--- config.mk ---
export PLATFORM = sky130hd
export DESIGN_NAME = line_code_converter
export DESIGN_NICKNAME = d
export VERILOG_FILES = /design/src/rtl/line_code_pkg.sv /design/src/rtl/line_code_lane.sv /design/src/rtl/line_code_converter.sv
export SDC_FILE = /design/constraint.sdc
export NUM_CORES = 1
export LEC_CHECK = 0
export BUFFER_PORTS_ARGS = -buffer_cell sky130_fd_sc_hd__buf_2
export CORE_MARGIN = 1
export CORE_UTILIZATION = 58
export CTS_CLUSTER_DIAMETER = 100
export DETAILED_ROUTE_END_ITERATION = 10
export PLACE_DENSITY = 0.87
export RECOVER_POWER = 25
export SETUP_SLACK_MARGIN = 0.5
export SLEW_MARGIN = 0
export SYNTH_ARGS = -nofsm -noshare
export SYNTH_HDL_FRONTEND = slang
export SYNTH_SLANG_ARGS = --single-unit
--- constraint.sdc ---
create_clock -name clk -period 2.5 [get_ports clk]
set_input_delay 0.25 -clock clk [delete_from_list [all_inputs] [get_ports clk]]
set_output_delay 0.25 -clock clk [all_outputs]
set_load 0.02 [all_outputs]
--- src/rtl/line_code_pkg.sv ---
// Shared types and constants for the multi-lane line code converter.
package line_code_pkg;

  typedef enum logic [1:0] {
    PASS     = 2'd0,
    NRZI_ENC = 2'd1,
    NRZI_DEC = 2'd2,
    TWOS_NEG = 2'd3
  } conv_mode_t;

  // Idle line level for NRZI encode/decode state.
  localparam logic LVL_RESET = 1'b1;

endpackage

--- src/rtl/line_code_lane.sv ---
// One lane: NRZI level, NRZI previous bit, two's-complement seen_one flag,
// and the registered output bit. The parity accumulator exists only when
// LCC_PARITY_EN is defined.
module line_code_lane
  import line_code_pkg::*;
(
  input  logic       clk,
  input  logic       rst_n,
  input  logic       in_valid,
  input  logic       word_start,
  input  logic       sof_load,
  input  conv_mode_t mode_eff,
  input  logic       x,
`ifdef LCC_PARITY_EN
  input  logic       word_end,
  output logic       parity,
`endif
  output logic       z
);

  logic lvl_q, lvl_d;
  logic prev_q, prev_d;
  logic seen_q, seen_d;
  logic z_q, z_d;

  logic eff_lvl, eff_prev, eff_seen;
  logic conv_bit;

`ifdef LCC_PARITY_EN
  logic acc_q, acc_d;
  logic par_q, par_d;
  logic eff_acc;
`endif

  // Conversion of the current bit; word-start clearing and sof reload
  // apply before the bit is converted, so the first bit sees fresh state.
  always_comb begin
    eff_lvl  = sof_load   ? LVL_RESET : lvl_q;
    eff_prev = sof_load   ? LVL_RESET : prev_q;
    eff_seen = word_start ? 1'b0      : seen_q;

    lvl_d    = lvl_q;
    prev_d   = prev_q;
    seen_d   = seen_q;
    z_d      = z_q;
    conv_bit = x;

    if (in_valid) begin
      lvl_d  = eff_lvl;
      prev_d = eff_prev;
      seen_d = eff_seen;
      unique case (mode_eff)
        PASS: conv_bit = x;
        NRZI_ENC: begin
          conv_bit = x ? eff_lvl : ~eff_lvl;
          lvl_d    = conv_bit;
        end
        NRZI_DEC: begin
          conv_bit = (x == eff_prev);
          prev_d   = x;
        end
        TWOS_NEG: begin
          conv_bit = eff_seen ? ~x : x;
          seen_d   = eff_seen | x;
        end
        default: conv_bit = x;
      endcase
      z_d = conv_bit;
    end
  end

  // Lane state and output bit registers.
  always_ff @(posedge clk or negedge rst_n) begin
    if (!rst_n) begin
      lvl_q  <= LVL_RESET;
      prev_q <= LVL_RESET;
      seen_q <= 1'b0;
      z_q    <= 1'b1;
    end else begin
      lvl_q  <= lvl_d;
      prev_q <= prev_d;
      seen_q <= seen_d;
      z_q    <= z_d;
    end
  end

  assign z = z_q;

`ifdef LCC_PARITY_EN
  // Running XOR of emitted bits; published on the last bit of the word.
  always_comb begin
    eff_acc = word_start ? 1'b0 : acc_q;
    acc_d   = acc_q;
    par_d   = par_q;
    if (in_valid) begin
      acc_d = eff_acc ^ conv_bit;
      if (word_end) par_d = acc_d;
    end
  end

  // Parity accumulator and published parity registers.
  always_ff @(posedge clk or negedge rst_n) begin
    if (!rst_n) begin
      acc_q <= 1'b0;
      par_q <= 1'b0;
    end else begin
      acc_q <= acc_d;
      par_q <= par_d;
    end
  end

  assign parity = par_q;
`endif

endmodule

--- src/rtl/line_code_converter.sv ---
// Multi-lane serial line code converter (PASS / NRZI encode / NRZI decode /
// serial two's-complement negation), mode latched at each word start.
// Optional feature macro: LCC_PARITY_EN adds a per-lane parity output.
module line_code_converter
  import line_code_pkg::*;
#(
  parameter int CH     = 4,
  parameter int WORD_W = 8
) (
  input  logic          clk,
  input  logic          rst_n,
  input  logic [1:0]    mode,
  input  logic          in_valid,
  input  logic          sof,
  input  logic [CH-1:0] x,
  output logic          out_valid,
  output logic [CH-1:0] z,
  output logic          word_done,
  output logic          busy
`ifdef LCC_PARITY_EN
  ,
  output logic [CH-1:0] parity
`endif
);

  localparam int CNT_W = (WORD_W > 2) ? $clog2(WORD_W) : 1;
  localparam logic [CNT_W-1:0] CNT_LAST = CNT_W'(WORD_W - 1);

  logic [CNT_W-1:0] cnt_q, cnt_d;
  conv_mode_t       mode_q, mode_d;
  logic             out_valid_q, out_valid_d;
  logic             word_done_q, word_done_d;

  logic       word_start;
  logic       sof_load;
  conv_mode_t mode_eff;

  // Word framing: word start, effective mode and next counter value.
  // A sof always restarts, so the bit it carries is bit 0 of a new word.
  always_comb begin
    word_start  = in_valid & ((cnt_q == '0) | sof);
    sof_load    = in_valid & sof;
    mode_eff    = word_start ? conv_mode_t'(mode) : mode_q;
    mode_d      = mode_eff;
    word_done_d = in_valid & (cnt_q == CNT_LAST) & ~sof;
    out_valid_d = in_valid;
    cnt_d       = cnt_q;
    if (in_valid) begin
      if (sof)                    cnt_d = CNT_W'(1);
      else if (cnt_q == CNT_LAST) cnt_d = '0;
      else                        cnt_d = cnt_q + CNT_W'(1);
    end
  end

  // Counter, latched mode and output qualifier registers.
  always_ff @(posedge clk or negedge rst_n) begin
    if (!rst_n) begin
      cnt_q       <= '0;
      mode_q      <= PASS;
      out_valid_q <= 1'b0;
      word_done_q <= 1'b0;
    end else begin
      cnt_q       <= cnt_d;
      mode_q      <= mode_d;
      out_valid_q <= out_valid_d;
      word_done_q <= word_done_d;
    end
  end

  assign out_valid = out_valid_q;
  assign word_done = word_done_q;
  assign busy      = (cnt_q != '0);

  for (genvar i = 0; i < CH; i++) begin : g_lane
    line_code_lane u_lane (
      .clk        (clk),
      .rst_n      (rst_n),
      .in_valid   (in_valid),
      .word_start (word_start),
      .sof_load   (sof_load),
      .mode_eff   (mode_eff),
      .x          (x[i]),
`ifdef LCC_PARITY_EN
      .word_end   (word_done_d),
      .parity     (parity[i]),
`endif
      .z          (z[i])
    );
  end

endmodule

== Yosys cells after proc, flatten, opt, wreduce, memory -nomap -nowiden ==
Index checks and enable logic that the tools add are counted.

* Input port bits: 10
* Bits in registers: 23
* Output and inout port bits: 7
* Logic and storage cells: 89

* Bitwise gates (word level): 18
* Muxes and demuxes: 39
* Reductions and logical operators: 3
* $add $sub $neg: 1
* Equality and inequality tests: 8

{| class="wikitable"
|+ Operators with widths
! operator !! count
|-
| two-way mux 1 bit || 32
|-
| case mux 1 bit (4 select lines) || 4
|-
| NOT 1 bit || 9
|-
| two-way mux 3 bit || 2
|-
| OR 1 bit || 5
|-
| bitwise AND 1 bit || 4
|-
| equality test 1 bit || 4
|-
| equality test 2 bit (second input constant) || 2
|-
| adder 3 x 1 -> 3 bit (second input constant) || 1
|-
| equality test 3 bit (second input constant) || 1
|-
| zero test 3 bit || 1
|-
| nonzero test 3 bit || 1
|-
| equality test 2 x 1 -> 1 bit (second input constant) || 1
|-
| zero test 2 bit || 1
|-
| two-way mux 2 bit || 1
|}

== Logic depth before layout (Yosys ltp) ==
Gate-level depths: netlist (run 1).

* Word-level depth: 6
* Gate-level depth with buffers: 10
* Mapped depth without buffers: 9

== By module ==
A second synthesis (run 1) with hierarchy kept.

* Cells, all modules: 165
* Area total of the unflattened synthesis: 1,503.9 µm²

{| class="wikitable"
|+ Modules (own cells, without submodules)
! module !! seq. area each (µm²) !! area each (µm²) !! cells an instance !! times used
|-
| line_code_lane || 103.8 || 295.3 || 34 || 4
|-
| line_code_converter || 175.2 || 322.8 || 29 || 1
|}

== Worst setup path before layout (run 1) ==
Ideal clock, no wire load.

* Kind: register to register
* From: register cnt_q[0]
* To: register g_lane[1].u_lane.z_q
* Cell stages (with the launch flop): 10
* Buffers on the path: 1
* Library setup time: 0.082 ns
* Path slack: 0.563 ns
* Arrival time: 1.855 ns
* Data required time: 2.418 ns
* Clock period less this slack: 1.937 ns
* Cells stage by stage: dfrtp_1 inv_1 ha_1 nor2b_4 inv_4 a31oi_4 and2_4 buf_12 mux2_4 a211o_1

* Longest elaborated chain between the ends: 6
* Elaborated cells on any way between the ends: 11
* Those cells by class: eq/ne: 3; mux: 4; bitwise: 2; reduce/logical: 2

{| class="wikitable"
|+ Ends and longest elaborated chain
! element !! line !! source
|-
| from (decl) || line_code_converter.sv:29 || <nowiki>logic [CNT_W-1:0] cnt_q, cnt_d;</nowiki>
|-
| from (signal assigned) || line_code_converter.sv:63 || <nowiki>cnt_q <= cnt_d;</nowiki>
|-
| zero test 3 bit * || line_code_converter.sv:41 || <nowiki>word_start = in_valid & ((cnt_q == '0) | sof);</nowiki>
|-
| OR 1 bit * || line_code_converter.sv:41 ||
|-
| bitwise AND 1 bit * || line_code_converter.sv:41 ||
|-
| two-way mux 2 bit or two-way mux 1 bit (tied branches) || line_code_converter.sv:43, line_code_lane.sv:40 ||
|-
| equality test 2 bit, or another cell as far along || line_code_lane.sv:52 || <nowiki>unique case (mode_eff)</nowiki>
|-
| case mux 1 bit (4 select lines) * || line_code_lane.sv:52 ||
|-
| to (signal assigned) || line_code_lane.sv:83 || <nowiki>z_q <= z_d;</nowiki>
|-
| to (decl) || line_code_lane.sv:24 || <nowiki>logic z_q, z_d;</nowiki>
|}

Mark *: on every way between the ends. The rest lies on a longest branch, timed or not.
A chain may end at the register's enable or synchronous reset.

== Final worst setup path (run 1) ==
* From: register cnt_q[0]
* To: register g_lane[1].u_lane.seen_q

* Longest elaborated chain between the ends: 6
* Elaborated cells on any way between the ends: 8
* Those cells by class: eq/ne: 1; mux: 3; bitwise: 3; reduce/logical: 1

{| class="wikitable"
|+ Ends and longest elaborated chain
! element !! line !! source
|-
| zero test 3 bit || line_code_converter.sv:41 ||
|-
| OR 1 bit || line_code_converter.sv:41 ||
|-
| bitwise AND 1 bit || line_code_converter.sv:41 ||
|-
| two-way mux 2 bit || line_code_converter.sv:43 || <nowiki>mode_eff = word_start ? conv_mode_t'(mode) : mode_q;</nowiki>
|-
| net g_lane[0].u_lane.mode_eff[1] || line_code_lane.sv:12 || <nowiki>input conv_mode_t mode_eff,</nowiki>
|-
| equality test 2 bit || line_code_lane.sv:52 ||
|-
| two-way mux 1 bit || line_code_lane.sv:52 ||
|-
| to (signal assigned) || line_code_lane.sv:82 || <nowiki>seen_q <= seen_d;</nowiki>
|-
| to (decl) || line_code_lane.sv:23 || <nowiki>logic seen_q, seen_d;</nowiki>
|}

The timed path passes the listed nets, and every way through them passes these cells.

==> key figures, run 1 <==
Status
  • Outcome: finished clean

Yosys
  • Asr flop ratio synth: 100%
  • Syn nets: about 180
  • Post-Synthesis Cell Area: about 0.0015 mm2
  • Post-synth top area share: between 20% and 30%
  • Synth Warn #: 0
  • EDFF count, synth: 0
  • Synth Flop Type: dfstp_2
  • Sequential share of the synthesized area: just under 40%
  • Synth Register Bits: 23
  • Ranking of synthesized cells by area: dfstp_2 21%, dfrtp_1 18%, ha_1 5.7%, xnor2_1 4.6%, nand2_1 4.4%
  • Netlist cell types: 42
  • Syn Area/Cell: between 9 and 10 um2
  • Post-Synthesis Cells: approximately 160
  • Synth area leader: dfstp_2

STA
  • Fin crit period: ~2.0 ns
  • Headroom to the max-slew limit: roughly 16%
  • Final Setup Violations: 0
  • Final worst path period share: 79.7%
  • Worst-margin pin slew: 1.25 ns
  • Final Hold Viols: 0
  • Fin Hold WS: approximately 0.18 ns
  • Final slew viol count: 0
  • RSZ-0062 raised after global routing: true
  • FMAX: around 500 MHz
  • Clk_skew: between 0.009 and 0.01 ns
  • Aggregate negative setup slack: 0 ns

Drt
  • Initial DRC count: 53
  • DR WL met2: 1.87 mm
  • Wire length on met1: 1.53 mm
  • DR DRC count: 0
  • DR top layer: met4
  • DR vias/cell: roughly 6.3
  • Post-DRT Antenna Nets: 0
  • Wire per inst: about 18 um
  • Vias: approximately 1.3k
  • DR pass1 iterations: 6
  • Drt total wl: around 3.7 mm
  • Met3 routed WL: roughly 200 um

Placed design
  • Placed cell area: 0.00158 mm2
  • RD Place Congestion: roughly 0.97
  • PortBufs: 16
  • Cell Count Post-Placement: 198
  • Final HPWL DP: 2.40 mm

Critical path
  • Crit path largest cell delay: approximately 0.42 ns
  • Slowest-stage cell, CP: dfrtp_1
  • Slack of the worst reg-to-reg path: just over 0.5 ns
  • CP Buf/Inv Count: 4
  • Crit path launch: cnt_q[0]$_DFFE_PN0P_
  • Crit start category: register
  • CP Max Fanout: 7
  • Worst r2r src: cnt_q[0]$_DFFE_PN0P_
  • Critical path arrival: roughly 2.2 ns
  • CP Data Required Time: around 2.7 ns
  • Crit end category: register
  • Critical Path Most Common Cell: inv_4
  • Critical path, cell by cell: inv_2 > ha_4 > nor2b_4 > inv_4 > a31oi_4 > and2_4 > buf_6 > inv_4 > and3_4 > a22o_1
  • Kind of critical path: reg -> reg
  • CP top delay family: simple AND/OR/NAND/NOR gates

Floorplan
  • Num ports: 17
  • Core Region: 0.00248 mm2
  • Die width: 53.3 um
  • Initial Util: approximately three fifths
  • DIE HEIGHT: roughly 53 um
  • Area of the die: ~0.0028 mm2
  • Row Count: 18

Cells and area
  • Design area: 0.00176 mm2
  • Synthesis-to-finish area growth: 15.4%
  • Layout cells sized above 1: between 30% and 40%
  • Final Net Count: about 200
  • # diodes: 0
  • Final Non-Filler Cells: around 210

GRT
  • Number of global-route vias before repair: roughly 1.1k
  • Global-route wire length before repair: approximately 5.1 mm
  • Largest net degree at the start of global routing: 24
  • Grt ovf: 0
  • Initial antenna violation count: 0
  • GRT Util Overall: roughly 25%

Power
  • VDD IR max: 0.450 mV
  • Leakage: 0.840 nW
  • Pwr Density: roughly 760 mW/mm2

Clocking
  • CTS tree: yes
  • CTS Buf Count: 3
  • Worst skew pair latency: ~0.32 ns
  • Clk sinks: 23
  • Worst-path clk slew: 0.14 ns
  • Clk buf depth: 2
  • Root buffer cell: clkbuf_4
  • H-tree levels: 1

Min path
  • Min-Delay Startpoint: x[2]
  • HP Class: in -> reg

Flow run
  • Max_cap viols: 0
[sequential cells by signal, summed over array words and instances (netlist names)]
register and cells:
out_valid 1, word_done 1, mode_q 2, g_lane.u_lane.lvl_q 4
cnt_q 3, g_lane.u_lane.seen_q 4, g_lane.u_lane.prev_q 4, g_lane.u_lane.z 4
[placed cells by master (no fill, tap or decap), types with 2 or more instances in the layout]
| master | synthesis | routed |
|---|---|---|
| nand2_1 | 18 | 17 |
| inv_1 | 16 | 14 |
| buf_2 | 4 | 14 |
| dfstp_2 | 12 | 12 |
| dfrtp_1 | 11 | 11 |
| nor2_1 | 10 | 10 |
| buf_4 | 4 | 10 |
| xnor2_1 | 8 | 8 |
| nor2b_1 | 6 | 6 |
| ha_1 | 7 | 6 |
| a21oi_1 | 5 | 5 |
| nand3_1 | 4 | 4 |
| mux2_4 | 1 | 4 |
| a211o_1 | 4 | 4 |
| a22o_1 | 4 | 4 |
| o21ai_0 | 4 | 4 |
| o22ai_1 | 4 | 3 |
| a2bb2oi_1 | 4 | 3 |
| clkbuf_4 | 0 | 3 |
| inv_4 | 2 | 2 |
| a31oi_4 | 1 | 2 |
| and2_4 | 2 | 2 |
| inv_2 | 0 | 2 |
| and2_1 | 2 | 2 |
| nand4_1 | 2 | 2 |
| a41oi_1 | 2 | 2 |
| a21boi_1 | 2 | 2 |
| a31o_2 | 2 | 2 |
| nand2b_1 | 2 | 2 |
| clkbuf_1 | 2 | 2 |
[what timing repair did]
| action | CTS | global route |
|---|---|---|
| pin swaps | 2 | 8 |
| hold buffers | 1 | 0 |
| endpoints found under the setup margin | 8 | 15 |
| buffers inserted | 3 | 7 |
| hold endpoints to repair | 11 | 0 |
| gates resized for setup | 2 | 14 |
[stage by stage]
step	util (%)	power [mW]	worst slack, ns
final	71.2	1.34	0.507
after floorplan	-	0.974	0.563
after global placement	63.6	1.02	0.516
after CTS	66.4	1.24	0.511
after global routing	71.2	1.41	0.431
after detailed placement	63.6	1.05	0.436
[worst paths after layout]
path                                                            end  depth (start not counted)
worst max-delay path            g_lane[1].u_lane.seen_q$_DFFE_PN0P_                         10
worst min-delay path            g_lane[2].u_lane.prev_q$_DFFE_PN1P_                          2
worst max register to register  g_lane[1].u_lane.seen_q$_DFFE_PN0P_                         10
worst min register to register  g_lane[2].u_lane.prev_q$_DFFE_PN1P_                          2
max in group asynchronous                       mode_q[1]$_DFF_PN0_                          2
min in group asynchronous       g_lane[1].u_lane.seen_q$_DFFE_PN0P_                          2
[cell type report]
type                    instances  area [um2]
inverters                      18        72.6
multi-input cells             110         861
clock buffers                   3        22.5
repair buffers                 28         174
well taps                      30        37.5
fillers                       160         714
clock inverters                 1        5.00
flip-flops and latches         23         591
[kinds of logic (layout without fill, tap and decap cells)]
| logic type | Yosys count | count (layout) | synth area share (%) |
|---|---|---|---|
| buffers and inverters | 29 | 50 | 9.83 |
| xor gates and xnor gates | 8 | 8 | 4.59 |
| AOI/OAI and AO/OA | 41 | 41 | 21.2 |
| DFF | 23 | 23 | 38.7 |
| adders and majority gates | 7 | 7 | 5.73 |
| and+or+nand+nor | 50 | 50 | 16.8 |
| muxes | 4 | 4 | 3.19 |
[Yosys cell counts (2+ instances only)]
cell,instances
a211o_1,4
a21boi_1,2
a21oi_1,5
a22o_1,4
a2bb2oi_1,4
a31o_2,2
a41oi_1,2
and2_1,2
and2_4,2
buf_2,4
buf_4,4
clkbuf_1,2
dfrtp_1,11
dfstp_2,12
ha_1,7
inv_1,16
inv_4,2
mux2_2,3
nand2_1,18
nand2b_1,2
nand3_1,4
nand4_1,2
nor2_1,10
nor2b_1,6
o21ai_0,4
o22ai_1,4
o311ai_1,2
xnor2_1,8
[where the power goes]
| part | leakage (nW) | switching [mW] | internal [mW] |
|---|---|---|---|
| Combinational | 0.556 | 0.312 | 0.284 |
| Sequential | 0.266 | 0.0639 | 0.501 |
| Clock | 0.0177 | 0.118 | 0.0598 |
[per-layer routing]
layer  track usage, %  vias up
li1                 -      604
met1             30.6      645
met2             43.5       63
met3             2.87       20
met4             10.1        0
met5                0        -
No activity file was read; power rests on OpenSTA's default activity.
==> run 2, diff against run 1 <==
==> constraint.sdc (replaced) <==
create_clock -name clk -period 2 [get_ports clk]
set_input_delay 0.2 -clock clk [delete_from_list [all_inputs] [get_ports clk]]
set_output_delay 0.2 -clock clk [all_outputs]
set_load 0.02 [all_outputs]
==> run 2 against run 1 <==
  * Routed wire length increased by 6.3%
  * Highest routed layer unchanged
  * Utilization grew 4.4 points
  * The run now ends with setup timing left
  * Largest cell class unchanged
  * Critical path depth is 1 lower
  * Clock-buffer cell count rose by 1
  * Combinational power up 37%
  * Clock skew fell by 0.0062 ns
==> key figures, run 2 (same netlist as run 1, synthesis figures left out) <==
Power
  • Internal power: 1.11 mW (was 0.845 mW)
  • Sequential power share: 40.2% (was 42.2%)
  • Comb pwr share: 46.5% (was 44.5%)
  • Pwr Density: 939 mW/mm2 (was 759 mW/mm2)
  • Clock share of power: 13.2% (was 13.3%)
  • Sw Pwr: 0.654 mW (was 0.494 mW)
  • Sw Ratio: 37.2% (was 36.9%)
  • VDD IR max: 0.783 mV (was 0.450 mV)
  • Leakage: 0.874 nW (was 0.840 nW)

Placed design
  • Cell Count Post-Placement: 201 (was 198)
  • RD Place Congestion: 0.864 (was 0.968)
  • PortBufs: 16 (unchanged)
  • Pre-CTS setup slack: -0.0236 ns (was 0.436 ns)
  • Final HPWL DP: 2.36 mm (was 2.40 mm)

Floorplan
  • Core Region: 0.00248 mm2 (unchanged)
  • DIE HEIGHT: 53.3 um (unchanged)
  • Row Count: 18 (unchanged)
  • Num ports: 17 (unchanged)
  • Initial Util: 61.7% (unchanged)
  • Area of the die: 0.00284 mm2 (unchanged)
  • Die width: 53.3 um (unchanged)

Critical path
  • Kind of critical path: reg -> reg (unchanged)
  • Critical path, cell by cell: inv_2 > ha_4 > nor2b_4 > inv_4 > buf_4 > a21oi_1 > a221o_1 > o22ai_1 > a211o_1 (was inv_2 > ha_4 > nor2b_4 > inv_4 > a31oi_4 > and2_4 > buf_6 > inv_4 > and3_4 > a22o_1)
  • Slack of the worst reg-to-reg path: -0.06 ns (was 0.51 ns)
  • CP Data Required Time: 2.28 ns (was 2.72 ns)
  • CP Max Fanout: 5 (was 7)
  • CP Buf/Inv Count: 3 (was 4)
  • Crit path largest cell delay: 0.43 ns (was 0.42 ns)
  • Critical path arrival: 2.33 ns (was 2.22 ns)
  • CP top delay family: compound AO/OA/AOI/OAI gates (was simple AND/OR/NAND/NOR gates)
  • Crit end category: register (unchanged)
  • Slowest-stage cell, CP: dfrtp_1 (unchanged)
  • Crit start category: register (unchanged)

STA
  • FMAX: 487 MHz (was 502 MHz)
  • Aggregate negative setup slack: -0.125 ns (was 0 ns)
  • Worst-margin pin slew: 1.21 ns (was 1.25 ns)
  • Setup ws final: -0.0551 ns (was 0.507 ns)
  • Clk_skew: 0.00353 ns (was 0.00976 ns)
  • Final Hold Viols: 0 (unchanged)
  • Final Setup Violations: 5 (was 0)
  • Final slew viol count: 0 (unchanged)
  • Headroom to the max-slew limit: 19.2% (was 16.4%)
  • RSZ-0062 raised after global routing: true (unchanged)
  • Fin crit period: 2.06 ns (was 1.99 ns)
  • Final worst path period share: 103% (was 79.7%)

Cells and area
  • Fillers: 161 (was 160)
  • Multi-input gate area: 912 um2 (was 861 um2)
  • Final Net Count: 206 (was 201)
  • # diodes: 0 (unchanged)
  • Storage element area: 591 um2 (unchanged)
  • Synthesis-to-finish area growth: 22.6% (was 15.4%)
  • Final Non-Filler Cells: 218 (was 213)
  • Layout cells sized above 1: 42.6% (was 35.5%)
  • Most frequent cells in the layout: 17 x nand2_1, 14 x inv_1, 14 x buf_2 (unchanged)
  • Most common cell after layout, fill and taps aside: nand2_1 (unchanged)

Clocking
  • H-tree levels: 1 (unchanged)
  • CTS Buf Count: 3 (unchanged)
  • Clk buf depth: 2 (unchanged)
  • Worst-path clk slew: 0.13 ns (was 0.14 ns)
  • Worst skew pair latency: 0.33 ns (was 0.32 ns)
  • Root buffer cell: clkbuf_4 (unchanged)
  • Clk sinks: 23 (unchanged)
  • CTS tree: yes (unchanged)

Drt
  • Post-DRT Antenna Nets: 0 (unchanged)
  • Wire length on met1: 1.63 mm (was 1.53 mm)
  • DR DRC count: 0 (unchanged)
  • Met3 routed WL: 212 um (was 197 um)
  • DR vias/cell: 6.24 (was 6.25)
  • DR pass1 iterations: 4 (was 6)
  • Drt total wl: 3.98 mm (was 3.74 mm)
  • Initial DRC count: 36 (was 53)
  • DR top layer: met4 (unchanged)
  • DR WL met2: 2.05 mm (was 1.87 mm)
  • Vias: 1360 (was 1332)
  • Wire per inst: 18.2 um (was 17.6 um)

GRT
  • Largest net degree at the start of global routing: 24 (unchanged)
  • Initial antenna violation count: 0 (unchanged)
  • Grt ovf: 0 (unchanged)
  • GRT Util Overall: 29.9% (was 25.0%)
  • Number of global-route vias before repair: 1330 (was 1139)
  • Global-route wire length before repair: 5.98 mm (was 5.09 mm)

Status
  • Outcome: complete, but fails checks (was finished clean)
  • Failing checks: setup timing

Flow run
  • Max_cap viols: 0 (unchanged)

Min path
  • HP Class: in -> reg (unchanged)
==> run 2: cell types whose count changed in the layout (fill, tap and decap cells not counted), moves of 2 or more <==
cell | previous run | this run
a41oi_1 | 2 | 0
a21boi_1 | 2 | 0
a41oi_2 | 0 | 2
buf_6 | 1 | 6
a2bb2oi_2 | 1 | 4
a2bb2oi_1 | 3 | 0
a21boi_2 | 0 | 2
==> run 2: repair_timing <==
| action | CTS | global route |
|---|---|---|
| endpoints found under the hold margin | 11 | 0 |
| hold buffers | 1 | 0 |
| gates resized for setup | 24 | 8 |
| endpoints found under the setup margin | 17 | 19 |
| buffers inserted | 8 | 4 |
| pin swaps | 11 | 8 |
==> run 2: per-layer routing <==
metal / global-route usage (%) / vias to the layer above
li1: - / 607
met1: 32.9 / 673
met2: 54.0 / 67
met3: 6.03 / 13
met4: 13.6 / 0
met5: 0 / -
==> run 2: worst paths after layout <==
| check | depth (start not counted) | start | to |
|---|---|---|---|
| max | 9 | cnt_q[0]$_DFFE_PN0P_ | g_lane[1].u_lane.z$_DFFE_PN1P_ |
| max reg2reg | 9 | cnt_q[0]$_DFFE_PN0P_ | g_lane[1].u_lane.z$_DFFE_PN1P_ |
| min | 1 | in_valid | out_valid$_DFF_PN0_ |
| min reg2reg | 2 | g_lane[0].u_lane.prev_q$_DFFE_PN1P_ | g_lane[0].u_lane.prev_q$_DFFE_PN1P_ |
| max in group asynchronous | 2 | rst_n | mode_q[0]$_DFF_PN0_ |
| min in group asynchronous | 2 | rst_n | g_lane[1].u_lane.seen_q$_DFFE_PN0P_ |
==> run 2: power by group through the flow <==
stage                     logic (mW)  clock network, mW  registers [mW]
after global placement         0.587                  0           0.704
final                          0.819              0.233           0.708
after detailed placement       0.613                  0           0.708
after floorplan                0.529                  0           0.689
after global routing           0.879              0.258           0.721
after CTS                      0.743              0.228           0.702
==> run 2: area by class of cell <==
class / count / area share (%)
multi-input combinational: 110 / 48.7
sequential: 23 / 31.5
timing repair buffer: 33 / 12.5
clock buffer: 4 / 1.40
inverter: 18 / 3.87
tap: 30 / 2.00
==> run 2: stage by stage <==
| step | utilization, % | hold slack [ns] | area (um2) | power, mW |
|---|---|---|---|---|
| 2_1_floorplan | - | -0.0956 | 1530 | 1.22 |
| 3_3_place_gp | 64.5 | 0.189 | 1600 | 1.29 |
| 3_5_place_dp | 64.5 | 0.199 | 1600 | 1.32 |
| 4_1_cts | 72.9 | 0.0952 | 1810 | 1.67 |
| 5_1_grt | 75.6 | 0.0777 | 1870 | 1.86 |
| 6_report | 75.6 | 0.0993 | 1870 | 1.76 |
